`src/rtl/binary_acc_pkg.sv`:
```
// Shared types and default widths for the binary_acc product accumulator.
// Optional saturation is selected with macro BINARY_ACC_SAT_EN (see binary_acc_sat).
package binary_acc_pkg;

    localparam int DEF_P_W   = 17;
    localparam int DEF_ACC_W = 20;
    localparam int DEF_LEN   = 16;

    typedef enum logic [1:0] {
        IDLE  = 2'd0,
        ACCUM = 2'd1,
        DONE  = 2'd2
    } state_t;

endpackage

```
`src/rtl/binary_acc_if.sv`:
```
// Product-in / frame-result-out handshake bundle for binary_acc_17_bi.
// master = producer/consumer side, slave = the accumulator.
interface binary_acc_if
    import binary_acc_pkg::*;
#(
    parameter int P_W   = DEF_P_W,
    parameter int ACC_W = DEF_ACC_W
);
    logic                    in_valid;
    logic                    in_ready;
    logic signed [P_W-1:0]   P;
    logic                    out_valid;
    logic                    out_ready;
    logic signed [ACC_W-1:0] SUM;
    logic                    OVF;

    modport master (
        output in_valid, P, out_ready,
        input  in_ready, out_valid, SUM, OVF
    );

    modport slave (
        input  in_valid, P, out_ready,
        output in_ready, out_valid, SUM, OVF
    );
endinterface

```
`src/rtl/binary_acc_sat.sv`:
```
// Combinational add of a sign-extended product into the accumulator with overflow detect.
// BINARY_ACC_SAT_EN defined: out-of-range sums clamp; undefined: they wrap modulo 2^ACC_W.
module binary_acc_sat
    import binary_acc_pkg::*;
#(
    parameter int P_W   = DEF_P_W,
    parameter int ACC_W = DEF_ACC_W
) (
    input  logic signed [ACC_W-1:0] acc,
    input  logic signed [P_W-1:0]   p,
    input  logic                    load,
    output logic signed [ACC_W-1:0] sum,
    output logic                    ovf
);

    logic signed [ACC_W:0] base;
    logic signed [ACC_W:0] p_ext;
    logic signed [ACC_W:0] wide;

`ifdef BINARY_ACC_SAT_EN
    function automatic logic signed [ACC_W-1:0] fold(input logic signed [ACC_W:0] w,
                                                     input logic out_of_range);
        if (!out_of_range)
            return w[ACC_W-1:0];
        // The extra top bit holds the true sign of the unbounded sum.
        return w[ACC_W] ? {1'b1, {(ACC_W-1){1'b0}}} : {1'b0, {(ACC_W-1){1'b1}}};
    endfunction
`else
    function automatic logic signed [ACC_W-1:0] fold(input logic signed [ACC_W:0] w,
                                                     input logic out_of_range);
        return out_of_range ? w[ACC_W-1:0] : w[ACC_W-1:0];
    endfunction
`endif

    always_comb begin
        base  = load ? '0 : {acc[ACC_W-1], acc};
        p_ext = {{(ACC_W+1-P_W){p[P_W-1]}}, p};
        wide  = base + p_ext;
        ovf   = wide[ACC_W] ^ wide[ACC_W-1];
        sum   = fold(wide, ovf);
    end

endmodule

```
`src/rtl/binary_acc_17_bi.sv`:
```
// Frame accumulator: sums LEN signed products per frame, presents SUM/OVF until released.
// Overflow handling (clamp vs wrap) is chosen by macro BINARY_ACC_SAT_EN in binary_acc_sat.
module binary_acc_17_bi
    import binary_acc_pkg::*;
#(
    parameter int P_W   = DEF_P_W,
    parameter int ACC_W = DEF_ACC_W,
    parameter int LEN   = DEF_LEN
) (
    input  logic         clk,
    input  logic         rst,
    input  logic         en,
    binary_acc_if.slave  bus
);

    state_t                  state_q, state_d;
    logic signed [ACC_W-1:0] acc_q, acc_d;
    logic [7:0]              cnt_q, cnt_d;
    logic                    ovf_q, ovf_d;

    logic                    accept;
    logic                    release_res;
    logic signed [ACC_W-1:0] add_sum;
    logic                    add_ovf;

    assign bus.in_ready  = (state_q != DONE);
    assign bus.out_valid = (state_q == DONE);
    assign bus.SUM       = acc_q;
    assign bus.OVF       = ovf_q;

    assign accept      = en & bus.in_valid & bus.in_ready;
    assign release_res = en & bus.out_valid & bus.out_ready;

    // First product of a frame is loaded (base 0), later ones are added.
    binary_acc_sat #(
        .P_W   (P_W),
        .ACC_W (ACC_W)
    ) u_sat (
        .acc  (acc_q),
        .p    (bus.P),
        .load (state_q == IDLE),
        .sum  (add_sum),
        .ovf  (add_ovf)
    );

    always_comb begin
        state_d = state_q;
        acc_d   = acc_q;
        cnt_d   = cnt_q;
        ovf_d   = ovf_q;
        case (state_q)
            IDLE: begin
                if (accept) begin
                    acc_d   = add_sum;
                    ovf_d   = add_ovf;
                    cnt_d   = 8'd1;
                    state_d = ACCUM;
                end
            end
            ACCUM: begin
                if (accept) begin
                    acc_d = add_sum;
                    ovf_d = ovf_q | add_ovf;
                    cnt_d = cnt_q + 8'd1;
                    if (cnt_q == 8'(LEN - 1))
                        state_d = DONE;
                end
            end
            DONE: begin
                if (release_res)
                    state_d = IDLE;
            end
            default: state_d = IDLE;
        endcase
    end

    // en gates accept/release, so the next-state values already hold when en is low.
    always_ff @(posedge clk) begin
        if (rst) begin
            state_q <= IDLE;
            acc_q   <= '0;
            cnt_q   <= '0;
            ovf_q   <= 1'b0;
        end else begin
            state_q <= state_d;
            acc_q   <= acc_d;
            cnt_q   <= cnt_d;
            ovf_q   <= ovf_d;
        end
    end

endmodule

```
`src/flat_wrapper.sv`:
```
// flat-port wrapper written by rule: the top's interface ports become plain ports
module binary_acc_17_bi_flat import binary_acc_pkg::*;
#(
    parameter int P_W   = DEF_P_W,
    parameter int ACC_W = DEF_ACC_W,
    parameter int LEN   = DEF_LEN
)
  (clk, rst, en, bus_in_valid, bus_P, bus_out_ready, bus_in_ready, bus_out_valid, bus_SUM, bus_OVF);
  binary_acc_if #(.P_W(P_W), .ACC_W(ACC_W)) bus_i ();
  input  logic clk;
  input  logic rst;
  input  logic en;
  input wire logic [$bits(bus_i.in_valid)-1:0] bus_in_valid;
  input wire logic [$bits(bus_i.P)-1:0] bus_P;
  input wire logic [$bits(bus_i.out_ready)-1:0] bus_out_ready;
  output wire logic [$bits(bus_i.in_ready)-1:0] bus_in_ready;
  output wire logic [$bits(bus_i.out_valid)-1:0] bus_out_valid;
  output wire logic [$bits(bus_i.SUM)-1:0] bus_SUM;
  output wire logic [$bits(bus_i.OVF)-1:0] bus_OVF;
  assign bus_i.in_valid = bus_in_valid;
  assign bus_i.P = bus_P;
  assign bus_i.out_ready = bus_out_ready;
  assign bus_in_ready = bus_i.in_ready;
  assign bus_out_valid = bus_i.out_valid;
  assign bus_SUM = bus_i.SUM;
  assign bus_OVF = bus_i.OVF;
  binary_acc_17_bi #(.P_W(P_W), .ACC_W(ACC_W), .LEN(LEN)) u_core (.clk(clk), .rst(rst), .en(en), .bus(bus_i));
endmodule
```
`config.mk`:
```
export PLATFORM = sky130hd
export DESIGN_NAME = binary_acc_17_bi_flat
export DESIGN_NICKNAME = d
export VERILOG_FILES = /design/src/rtl/binary_acc_pkg.sv /design/src/rtl/binary_acc_if.sv /design/src/rtl/binary_acc_sat.sv /design/src/rtl/binary_acc_17_bi.sv /design/src/flat_wrapper.sv
export SDC_FILE = /design/constraint.sdc
export NUM_CORES = 1
export LEC_CHECK = 0
export ABC_CLOCK_PERIOD_IN_PS = 2800
export CAP_MARGIN = 20
export CELL_PAD_IN_SITES_DETAIL_PLACEMENT = 0
export CELL_PAD_IN_SITES_GLOBAL_PLACEMENT = 2
export CORE_MARGIN = 4
export CORE_UTILIZATION = 27
export DETAILED_ROUTE_END_ITERATION = 10
export PLACE_DENSITY = 0.87
export SYNTH_ARGS = -nofsm -noshare
export SYNTH_HDL_FRONTEND = slang
export SYNTH_SLANG_ARGS = --single-unit
```
`constraint.sdc`:
```
create_clock -name clk -period 2.8 [get_ports clk]
set_input_delay 0.56 -clock clk [delete_from_list [all_inputs] [get_ports clk]]
set_output_delay 0.56 -clock clk [all_outputs]
set_load 0.02 [all_outputs]
```
; ---- Word-level counts from Yosys, hierarchy flattened
; Index checks and enable logic that the tools add are counted.
; W data, S select, Z words.
[totals]
reg_bits = 31
inputBits = 22
word_cells = 38
out_inout_bits = 23
[classes]
n_reduce_logical = 6
bitwise = 6
eq_ne = 8
n_addsub = 2
muxes = 12
[op_table]
columns = op, n
row1 = $add A21 B17 Y21, 1
row2 = $mux W21, 1
row3 = $mux W8, 2
row4 = $pmux W8 S2, 1
row5 = $add A8 B1 Y8 const B, 1
row6 = $eq A8 B4 Y1 const B, 1
row7 = $mux W2, 4
row8 = $ne A2 B1 Y1 const B, 3
row9 = $pmux W2 S3, 1
row10 = $and A1 B1 Y1, 4
row11 = $ne A2 B2 Y1 const B, 2
row12 = $reduce_and A4 Y1, 1
row13 = $reduce_and A3 Y1, 1
row14 = $eq A2 B1 Y1 const B, 1
row15 = $eq A2 B2 Y1 const B, 1
row16 = $logic_not A2 Y1, 1
row17 = $mux W1, 2
row18 = $pmux W1 S2, 1
row19 = $reduce_and A2 Y1, 1
row20 = $reduce_bool A2 Y1, 1
row21 = $reduce_or A2 Y1, 1
row22 = $or A1 B1 Y1, 1
row23 = $xor A1 B1 Y1, 1

; ---- Logic depth before layout (Yosys ltp)
; Gate-level depths: netlist (run 1).
[logic_depth]
depth_word = 7
mapped_depth = 11
ltp_nobuf = 10

; ---- Cells and area by module
; A second synthesis (run 1) with hierarchy kept.
[hier_totals]
hier_cells = 307
hier_area_um2 = 2298.5
[modules_own_cells]
columns = module, seq_area_each_um2, cells_each, area_per_inst_um2, n_inst
row1 = binary_acc_17_bi, 620.6, 152, 1212.4, 1
row2 = binary_acc_sat, 0.0, 155, 1086.0, 1

; ---- Least setup slack after synthesis (run 1)
; Ideal clock, no wire load.
[synth_path]
path_kind = reg2reg
from = reg u_core.state_q[1]
to = reg u_core.acc_q[14] (netlist: u_core.bus.SUM[14])
path_stages_with_launch = 12
t_arrival_ps = 2469
setup_time_ps = 120
required_time_ps = 2680
slack_ps = 211
cell_sequence = dfxtp_1 -> nor2_1 -> clkbuf_1 -> nor2b_1 -> ha_1 -> fa_1 -> a211oi_1 -> o211a_1 -> o21ai_1 -> a31oi_1 -> nor4_1 -> a211o_1
[synth_between]
elab_chain_cells = 3
word_cells_on_any_way = 8
classes_between = add/sub (1) / eq/ne (2) / mux (1) / bitwise (1) / reduce/logical (3)
[synth_rtl]
columns = element, line_no
row1 = start: declaration, binary_acc_17_bi.sv:16  ; state_t state_q, state_d;
row2 = start signal: assignment, binary_acc_17_bi.sv:85  ; state_q <= state_d;
row3 = "$logic_not A2 Y1, or another cell as far along", "binary_acc_17_bi.sv:41, binary_acc_17_bi.sv:51"
row4 = "$mux W21, or another cell as far along", binary_acc_sat.sv:36  ; base = load ? '0 : {acc[ACC_W-1], acc};
row5 = $add A21 B17 Y21 or $reduce_and A2 Y1 (tied branches), -
row6 = end signal: assignment, binary_acc_17_bi.sv:81  ; acc_q <= '0;
row7 = end signal: assignment, binary_acc_17_bi.sv:86  ; acc_q <= acc_d;
row8 = end: declaration, binary_acc_17_bi.sv:17  ; logic signed [ACC_W-1:0] acc_q, acc_d;
; Parallel ways exist; a longest one is shown, timed or not.
; A chain may end at the register's enable or synchronous reset.

; ---- Final worst setup path (run 1)
[layout_path]
from = in bus_P[0]
to = reg u_core.acc_q[16] (netlist: u_core.bus.SUM[16])
[layout_between]
elab_chain_cells = 1
[layout_rtl]
columns = element, line_no
row1 = start: declaration, flat_wrapper.sv:14  ; input wire logic [$bits(bus_i.P)-1:0] bus_P;
row2 = $add A21 B17 Y21, binary_acc_sat.sv:38  ; wide = base + p_ext;
; No other way between the ends.

==> impl_metrics.env, run 1 <==
export IMPL_grt_antenna_before_repair=0
export IMPL_clock_latency_ns=0.29
export IMPL_portBuffers=44
export IMPL_post_layout_utilization_of_the_core_pct=38.02
export IMPL_drc=0
export IMPL_wire_length_of_the_first_global_routing_pass_um=10470
export IMPL_floorplan_io_pins=45
export IMPL_critical_path_reg2reg_startpoint="u_core.state_q[1]$_SDFFE_PP0P_"
export IMPL_slew_headroom_pct=57.29
export IMPL_design_die_area_um2=9957
export IMPL_yosys_top_cells_area="sky130_fd_sc_hd__dfxtp_1 (27%), sky130_fd_sc_hd__ha_1 (12%), sky130_fd_sc_hd__a21oi_1 (7.9%)"
export IMPL_static_leakage_power_nw=1.232
export IMPL_fin_crit_ns=2.582
export IMPL_drt_wirelength_per_cell_um=13.29
export IMPL_fin_hold_viols=0
export IMPL_async_flop_share_pct=0
export IMPL_startpoint_type="input port"
export IMPL_r2r_slack_ns=0.22
export IMPL_clock_tree_buffer_depth=2
export IMPL_cts_clk_slew_worst_paths_ns=0.08
export IMPL_outcome="complete, no violations"
export IMPL_routed_via_count=2227
export IMPL_antenna_diode_count=0
export IMPL_setup_worst_path_end="u_core.bus.SUM[16]$_SDFFE_PP0P_"
export IMPL_place_gp_congestion=0.7780
export IMPL_antenna_left=0
export IMPL_grt_pass1_vias=2236
export IMPL_gate_count_after_technology_mapping=291
export IMPL_synth_compound_gate_area_share_pct=23.38
export IMPL_timing_critical_path_to_type="flip-flop"
export IMPL_cts_htree_levels=2
export IMPL_syn_avg_cell_area_um2=7.817
export IMPL_place_worst_setup_slack_ns=-0.1190
export IMPL_post_synth_mux_area_share_pct=0
export IMPL_die_h_um=99.79
export IMPL_power_density_nw_per_um2=368.5
export IMPL_design_power_total_w=0.001151
export IMPL_internal_power_w=0.0008129
export IMPL_critPathArrivalTime_ns=2.82
export IMPL_cts_post_setup_buffers_inserted=0
export IMPL_rsz0062_at_grt="no"
export IMPL_post_synth_top_area_fraction_pct=27.28
export IMPL_synth_cell_types=47
export IMPL_synth_yosys_warnings=0
export IMPL_most_common_layout_cells="sky130_fd_sc_hd__clkdlybuf4s50_1 (44), sky130_fd_sc_hd__nand2_1 (38), sky130_fd_sc_hd__a21oi_1 (36)"
export IMPL_grt_total_usage_pct=12.83
export IMPL_clockRootBuffer="sky130_fd_sc_hd__clkbuf_8"
export IMPL_seq_power_share_pct=40.9
export IMPL_cts_hold_buffers_added=0
export IMPL_drt_pass1_iter_count=4
export IMPL_initial_cell_density_of_the_core_pct=27.68
export IMPL_maxcap_viol_count=0
export IMPL_synth_fa_ha_area_share_pct=12.43
export IMPL_clkPwrFrac_pct=36.3
export IMPL_synth_seq_area_share_pct=27.28
export IMPL_vdd_ir_drop_worst_mv=0.1966
export IMPL_layout_area_overhead_vs_synth_pct=37.35
export IMPL_worstSetupPathType="in -> reg"
export IMPL_tritoncts_num_buffers=5
export IMPL_netSwitchingFraction_pct=29.40
export IMPL_critPathRequiredTime_ns=3.04
export IMPL_cts_tree="built"
export IMPL_start_point_of_the_critical_path="bus_P[0]"
export IMPL_final_nets=399
export IMPL_final_design_area_no_fill_um2=3124
export IMPL_worst_r2r_path_depth=10
export IMPL_worstMarginPinSlew_ns=0.6386
export IMPL_clock_sink_count=31
export IMPL_grt_remaining_overflow=0
export IMPL_core_rowCount=33
export IMPL_layout_cells_most_common="sky130_fd_sc_hd__clkdlybuf4s50_1"
export IMPL_synth_nets=335
export IMPL_ctsResizeCount=0
export IMPL_reg2reg_to="u_core.bus.SUM[16]$_SDFFE_PP0P_"
export IMPL_drt_iter0_markers=87
export IMPL_core_region_area_um2=8217
export IMPL_yosys_most_used_dff="sky130_fd_sc_hd__dfxtp_1"
export IMPL_post_route_cells_drive_above_1_share_pct=11.80
export IMPL_final_setup_tns_ns=0
export IMPL_final_critical_path_setup_slack_ns=0.2184
export IMPL_slew_violations=0
export IMPL_period_share_pct=92.20
export IMPL_placed_area_um2=3007
export IMPL_die_x_um=99.79
export IMPL_cell_taking_the_most_area_after_synthesis="sky130_fd_sc_hd__dfxtp_1"
export IMPL_finalSetupViolations=0
export IMPL_dp_hpwl_um=4856
export IMPL_largest_clock_skew_in_the_final_design_ns=0.006023
export IMPL_netlist_area_um2=2275
export IMPL_via_per_inst=4.831
export IMPL_detail_route_wirelength_um=6125
export IMPL_synth_seq_cells=31
export IMPL_main_combinational_cell_family_by_area_after_synthesis="simple AND/OR/NAND/NOR gates"
export IMPL_timing_fmax_mhz=387.4
export IMPL_grt_max_degree=19
export IMPL_holdCritPathClass="reg -> reg"
export IMPL_synth_enable_flop_cells=0
export IMPL_power_switching_w=0.0003384
export IMPL_power_frac_comb_pct=22.8
export IMPL_synth_xor_area_share_pct=7.701
export IMPL_worst_path_max_fanout=3
export IMPL_synth_simple_gate_area_share_pct=26.46
[through the flow]
stage / hold slack [ns] / instances
2_1_floorplan: 0.4488 / 291
3_3_place_gp: 0.4528 / 453
3_5_place_dp: 0.4553 / 453
4_1_cts: 0.4665 / 461
5_1_grt: 0.4911 / 461
6_report: 0.4624 / 461
[area by class of cell]
class                   count  area [um2]
inverters                   2       7.507
multi-input cells         244        1605
repair buffers             71       655.6
clock inverters             1       7.507
flip-flops and latches     31       620.6
clock buffers               7       96.34
well taps                 105       131.4
fillers                   859        5092
[power by group through the flow]
stage | registers [W] | clock network (W) | logic (W)
final | 0.000471 | 0.000418 | 0.000262
after global routing | 0.000474 | 0.000444 | 0.000288
after CTS | 0.000471 | 0.000430 | 0.000264
after floorplan | 0.000499 | 0 | 0.000121
after detailed placement | 0.000481 | 0 | 0.000262
after global placement | 0.000482 | 0 | 0.000262
[registers in the layout, summed over array words and instances (netlist names)]
signal	count
u_core.bus.OVF	1
u_core.cnt_q	8
u_core.state_q	2
u_core.bus.SUM	20
[metal layers]
metal / vias up / wire length [um] / GRT usage (%)
li1: 1178 / - / -
met1: 1008 / 2976 / 17.01
met2: 34 / 2867 / 21.34
met3: 7 / 210 / 2.571
met4: 0 / 70 / 3.151
met5: - / 0 / 0
[worst max-delay path: stages]
cell	delay, ns
sky130_fd_sc_hd__clkdlybuf4s50_1	0.40
sky130_fd_sc_hd__ha_1	0.22
sky130_fd_sc_hd__fa_1	0.43
sky130_fd_sc_hd__a211oi_2	0.23
sky130_fd_sc_hd__o211a_1	0.19
sky130_fd_sc_hd__o31a_1	0.26
sky130_fd_sc_hd__o21bai_1	0.13
sky130_fd_sc_hd__nor4b_1	0.26
sky130_fd_sc_hd__a211o_1	0.14
[cells by family after synthesis]
group / after synthesis
xor+xnor: 20
simple gates: 119
fa+ha+maj: 22
flops: 31
buf+inv: 16
compound gates: 83
[synth_stat cells, types with 4 or more instances]
library cell	n
sky130_fd_sc_hd__a211oi_1	4
sky130_fd_sc_hd__a21boi_0	4
sky130_fd_sc_hd__a21o_1	4
sky130_fd_sc_hd__a21oi_1	36
sky130_fd_sc_hd__and3_1	4
sky130_fd_sc_hd__clkbuf_1	11
sky130_fd_sc_hd__dfxtp_1	31
sky130_fd_sc_hd__ha_1	21
sky130_fd_sc_hd__nand2_1	38
sky130_fd_sc_hd__nand3_1	10
sky130_fd_sc_hd__nor2_1	17
sky130_fd_sc_hd__nor2b_1	21
sky130_fd_sc_hd__nor3_1	7
sky130_fd_sc_hd__o211ai_1	4
sky130_fd_sc_hd__o21ai_0	8
sky130_fd_sc_hd__xnor2_1	12
sky130_fd_sc_hd__xor2_1	8
[worst min path at each step]
stage	start	endpoint	slack, ns	depth (start not counted)
2_1_floorplan	u_core.cnt_q[1]$_SDFFE_PP0P_	u_core.cnt_q[1]$_SDFFE_PP0P_	0.45	2
3_3_place_gp	u_core.bus.OVF$_SDFFE_PP0P_	u_core.bus.OVF$_SDFFE_PP0P_	0.45	2
3_5_place_dp	u_core.bus.SUM[7]$_SDFFE_PP0P_	u_core.bus.SUM[7]$_SDFFE_PP0P_	0.46	2
4_1_cts	u_core.bus.SUM[7]$_SDFFE_PP0P_	u_core.bus.SUM[7]$_SDFFE_PP0P_	0.47	2
5_1_grt	u_core.bus.SUM[10]$_SDFFE_PP0P_	u_core.bus.SUM[10]$_SDFFE_PP0P_	0.49	2
6_report	u_core.bus.SUM[7]$_SDFFE_PP0P_	u_core.bus.SUM[7]$_SDFFE_PP0P_	0.46	2
Note: power is estimated with default switching activity, not from simulation.
==> run 2: changes to the inputs <==
Settings changed: SETUP_SLACK_MARGIN set to 0.1.
==> run 2 against run 1 <==
  * Worst hold slack about the same
  * Final area up 0.88%
  * Routed wire length up 0.51%
  * Clock-buffer cell count unchanged
  * Sequential power about the same
  * Combinational power about the same
  * Die area unchanged
  * Power up 0.14%
  * Largest power group unchanged
==> impl_metrics.env, run 2 (synthesized netlist as in run 1, its figures left out) <==
export IMPL_antenna_left=0
export IMPL_period_share_pct=92.06
export IMPL_drt_wirelength_per_cell_um=13.32
export IMPL_clock_sink_count=31
export IMPL_portBuffers=44
export IMPL_maxcap_viol_count=0
export IMPL_final_nets=400
export IMPL_reg2reg_to="u_core.bus.SUM[16]$_SDFFE_PP0P_"
export IMPL_place_gp_congestion=0.7780
export IMPL_wirelength_met1_um=2980
export IMPL_path_depth=9
export IMPL_core_region_area_um2=8217
export IMPL_start_point_of_the_critical_path="bus_P[0]"
export IMPL_fill_cells=850
export IMPL_timing_fmax_mhz=387.9
export IMPL_power_switching_w=0.0003385
export IMPL_outcome="complete, no violations"
export IMPL_detail_route_wirelength_um=6156
export IMPL_netSwitchingFraction_pct=29.36
export IMPL_static_leakage_power_nw=1.242
export IMPL_r2r_slack_ns=0.30
export IMPL_critical_path_reg2reg_startpoint="u_core.state_q[1]$_SDFFE_PP0P_"
export IMPL_holdCritPathClass="reg -> reg"
export IMPL_startpoint_type="input port"
export IMPL_die_h_um=99.79
export IMPL_timing_critical_path_to_type="flip-flop"
export IMPL_design_die_area_um2=9957
export IMPL_topRoutingLayerUsed="met4"
export IMPL_critPathRequiredTime_ns=3.04
export IMPL_worstPathCellList="clkdlybuf4s50_1, ha_1, fa_2, a211oi_2, o211a_1, o31a_1, o21bai_1, nor4b_1, a211o_1"
export IMPL_fin_crit_ns=2.578
export IMPL_power_density_nw_per_um2=365.8
export IMPL_clock_latency_ns=0.29
export IMPL_slew_violations=0
export IMPL_final_setup_tns_ns=0
export IMPL_grt_max_degree=19
export IMPL_footprint_of_the_multi_input_gates_um2=1622
export IMPL_register_area_um2=620.6
export IMPL_setup_worst_path_end="u_core.bus.SUM[16]$_SDFFE_PP0P_"
export IMPL_rsz0062_at_grt="no"
export IMPL_fin_hold_viols=0
export IMPL_finalSetupViolations=0
export IMPL_worstMarginPinSlew_ns=0.6464
export IMPL_drt_pass1_iter_count=4
export IMPL_drc=0
export IMPL_grt_total_usage_pct=12.83
export IMPL_grt_antenna_before_repair=0
export IMPL_cts_htree_levels=2
export IMPL_vdd_ir_drop_worst_mv=0.1901
export IMPL_dr_wl_met3_um=236
export IMPL_critPathMaxStageDelay_ns=0.40
export IMPL_final_critical_path_setup_slack_ns=0.2223
export IMPL_layout_area_overhead_vs_synth_pct=38.56
export IMPL_worst_path_max_fanout=3
export IMPL_critical_path_n_buffers_inverters=1
export IMPL_largest_clock_skew_in_the_final_design_ns=0.007544
export IMPL_worst_r2r_path_depth=10
export IMPL_cell_type_group_with_the_largest_total_delay_on_the_critical_path="compound AO/OA/AOI/OAI gates"
export IMPL_seq_power_share_pct=40.9
export IMPL_floorplan_io_pins=45
export IMPL_number_of_flip_flops_in_the_largest_register=20
export IMPL_grt_pass1_vias=2236
export IMPL_wire_length_of_the_first_global_routing_pass_um=10470
export IMPL_crit_slowest_cell="sky130_fd_sc_hd__clkdlybuf4s50_1"
export IMPL_hold_worst_slack_ns=0.4623
export IMPL_internal_power_w=0.0008144
export IMPL_clkPwrFrac_pct=36.1
export IMPL_cts_hold_buffers_added=0
export IMPL_clock_tree_buffer_depth=2
export IMPL_post_layout_utilization_of_the_core_pct=38.36
export IMPL_drt_iter0_markers=99
export IMPL_die_x_um=99.79
export IMPL_via_per_inst=4.853
export IMPL_met2_wirelength_um=2883
export IMPL_grt_remaining_overflow=0
export IMPL_layout_cells_most_common="sky130_fd_sc_hd__clkdlybuf4s50_1"
export IMPL_core_rowCount=33
export IMPL_place_worst_setup_slack_ns=-0.1190
export IMPL_dp_hpwl_um=4856
export IMPL_critPathArrivalTime_ns=2.82
export IMPL_tritoncts_num_buffers=5
export IMPL_antenna_diode_count=0
export IMPL_post_route_cells_drive_above_1_share_pct=12.89
export IMPL_cts_tree="built"
export IMPL_cts_clk_slew_worst_paths_ns=0.08
export IMPL_routed_via_count=2242
export IMPL_power_frac_comb_pct=23.0
export IMPL_most_common_layout_cells="sky130_fd_sc_hd__clkdlybuf4s50_1 (44), sky130_fd_sc_hd__nand2_1 (38), sky130_fd_sc_hd__a21oi_1 (36)"
export IMPL_slew_headroom_pct=56.77
export IMPL_worstSetupPathType="in -> reg"
export IMPL_clockRootBuffer="sky130_fd_sc_hd__clkbuf_8"
export IMPL_initial_cell_density_of_the_core_pct=27.68
-- run 2: changes by cell type in the layout (fill, tap and decap cells not counted), sizes merged --
cell  before  now
buf       27   28
-- run 2: area by class of cell --
class	count	area share [%]
repair buffers	72	21.16
clock buffers	7	3.057
flip-flops and latches	31	19.69
well taps	105	4.168
inverters	2	0.2382
multi-input cells	244	51.45
clock inverters	1	0.2382
-- run 2: worst reg2reg max path, delay by kind of cell (launching register included) --
family | cells | cell delay (ns)
buffers and inverters | 1 | 0.14
adder cells (fa/ha/maj) | 1 | 0.28
flip-flops | 1 | 0.43
AND/OR/NAND/NOR | 3 | 0.37
AO/OA/AOI/OAI | 5 | 1.17
-- run 2: how the worst min path moves through the flow --
stage | start | endpoint | slack [ns] | cells past startpoint
3_5_place_dp | u_core.bus.SUM[7]$_SDFFE_PP0P_ | u_core.bus.SUM[7]$_SDFFE_PP0P_ | 0.46 | 2
4_1_cts | u_core.bus.SUM[7]$_SDFFE_PP0P_ | u_core.bus.SUM[7]$_SDFFE_PP0P_ | 0.47 | 2
3_3_place_gp | u_core.bus.OVF$_SDFFE_PP0P_ | u_core.bus.OVF$_SDFFE_PP0P_ | 0.45 | 2
2_1_floorplan | u_core.cnt_q[1]$_SDFFE_PP0P_ | u_core.cnt_q[1]$_SDFFE_PP0P_ | 0.45 | 2
5_1_grt | u_core.bus.SUM[10]$_SDFFE_PP0P_ | u_core.bus.SUM[10]$_SDFFE_PP0P_ | 0.49 | 2
6_report | u_core.bus.SUM[7]$_SDFFE_PP0P_ | u_core.bus.SUM[7]$_SDFFE_PP0P_ | 0.46 | 2
-- run 2: metal layers --
layer / global-route usage, % / vias to the layer above
met5: 0 / -
met4: 3.151 / 0
met2: 21.34 / 45
li1: - / 1179
met1: 17.01 / 1014
met3: 2.571 / 4
-- run 2: repair_timing --
item | in CTS | in global routing
endpoints found under the setup margin | 0 | 9
gates resized for setup | 0 | 8
setup buffers | 0 | 1
-- run 2: power by group through the flow --
stage | Sequential [W] | Combinational [W] | Clock [W]
floorplan | 0.000499 | 0.000121 | 0
global placement | 0.000482 | 0.000262 | 0
detailed placement | 0.000481 | 0.000262 | 0
CTS | 0.000471 | 0.000264 | 0.000430
global route | 0.000475 | 0.000291 | 0.000444
finish | 0.000471 | 0.000265 | 0.000417
-- run 2: stage by stage --
step / area [um2] / instances / power, W
final: 3152 / 462 / 0.001153
after detailed placement: 3007 / 453 / 0.0007436
after CTS: 3110 / 461 / 0.001165
after floorplan: 2275 / 291 / 0.0006200
after global placement: 3007 / 453 / 0.0007440
after global routing: 3152 / 462 / 0.001210
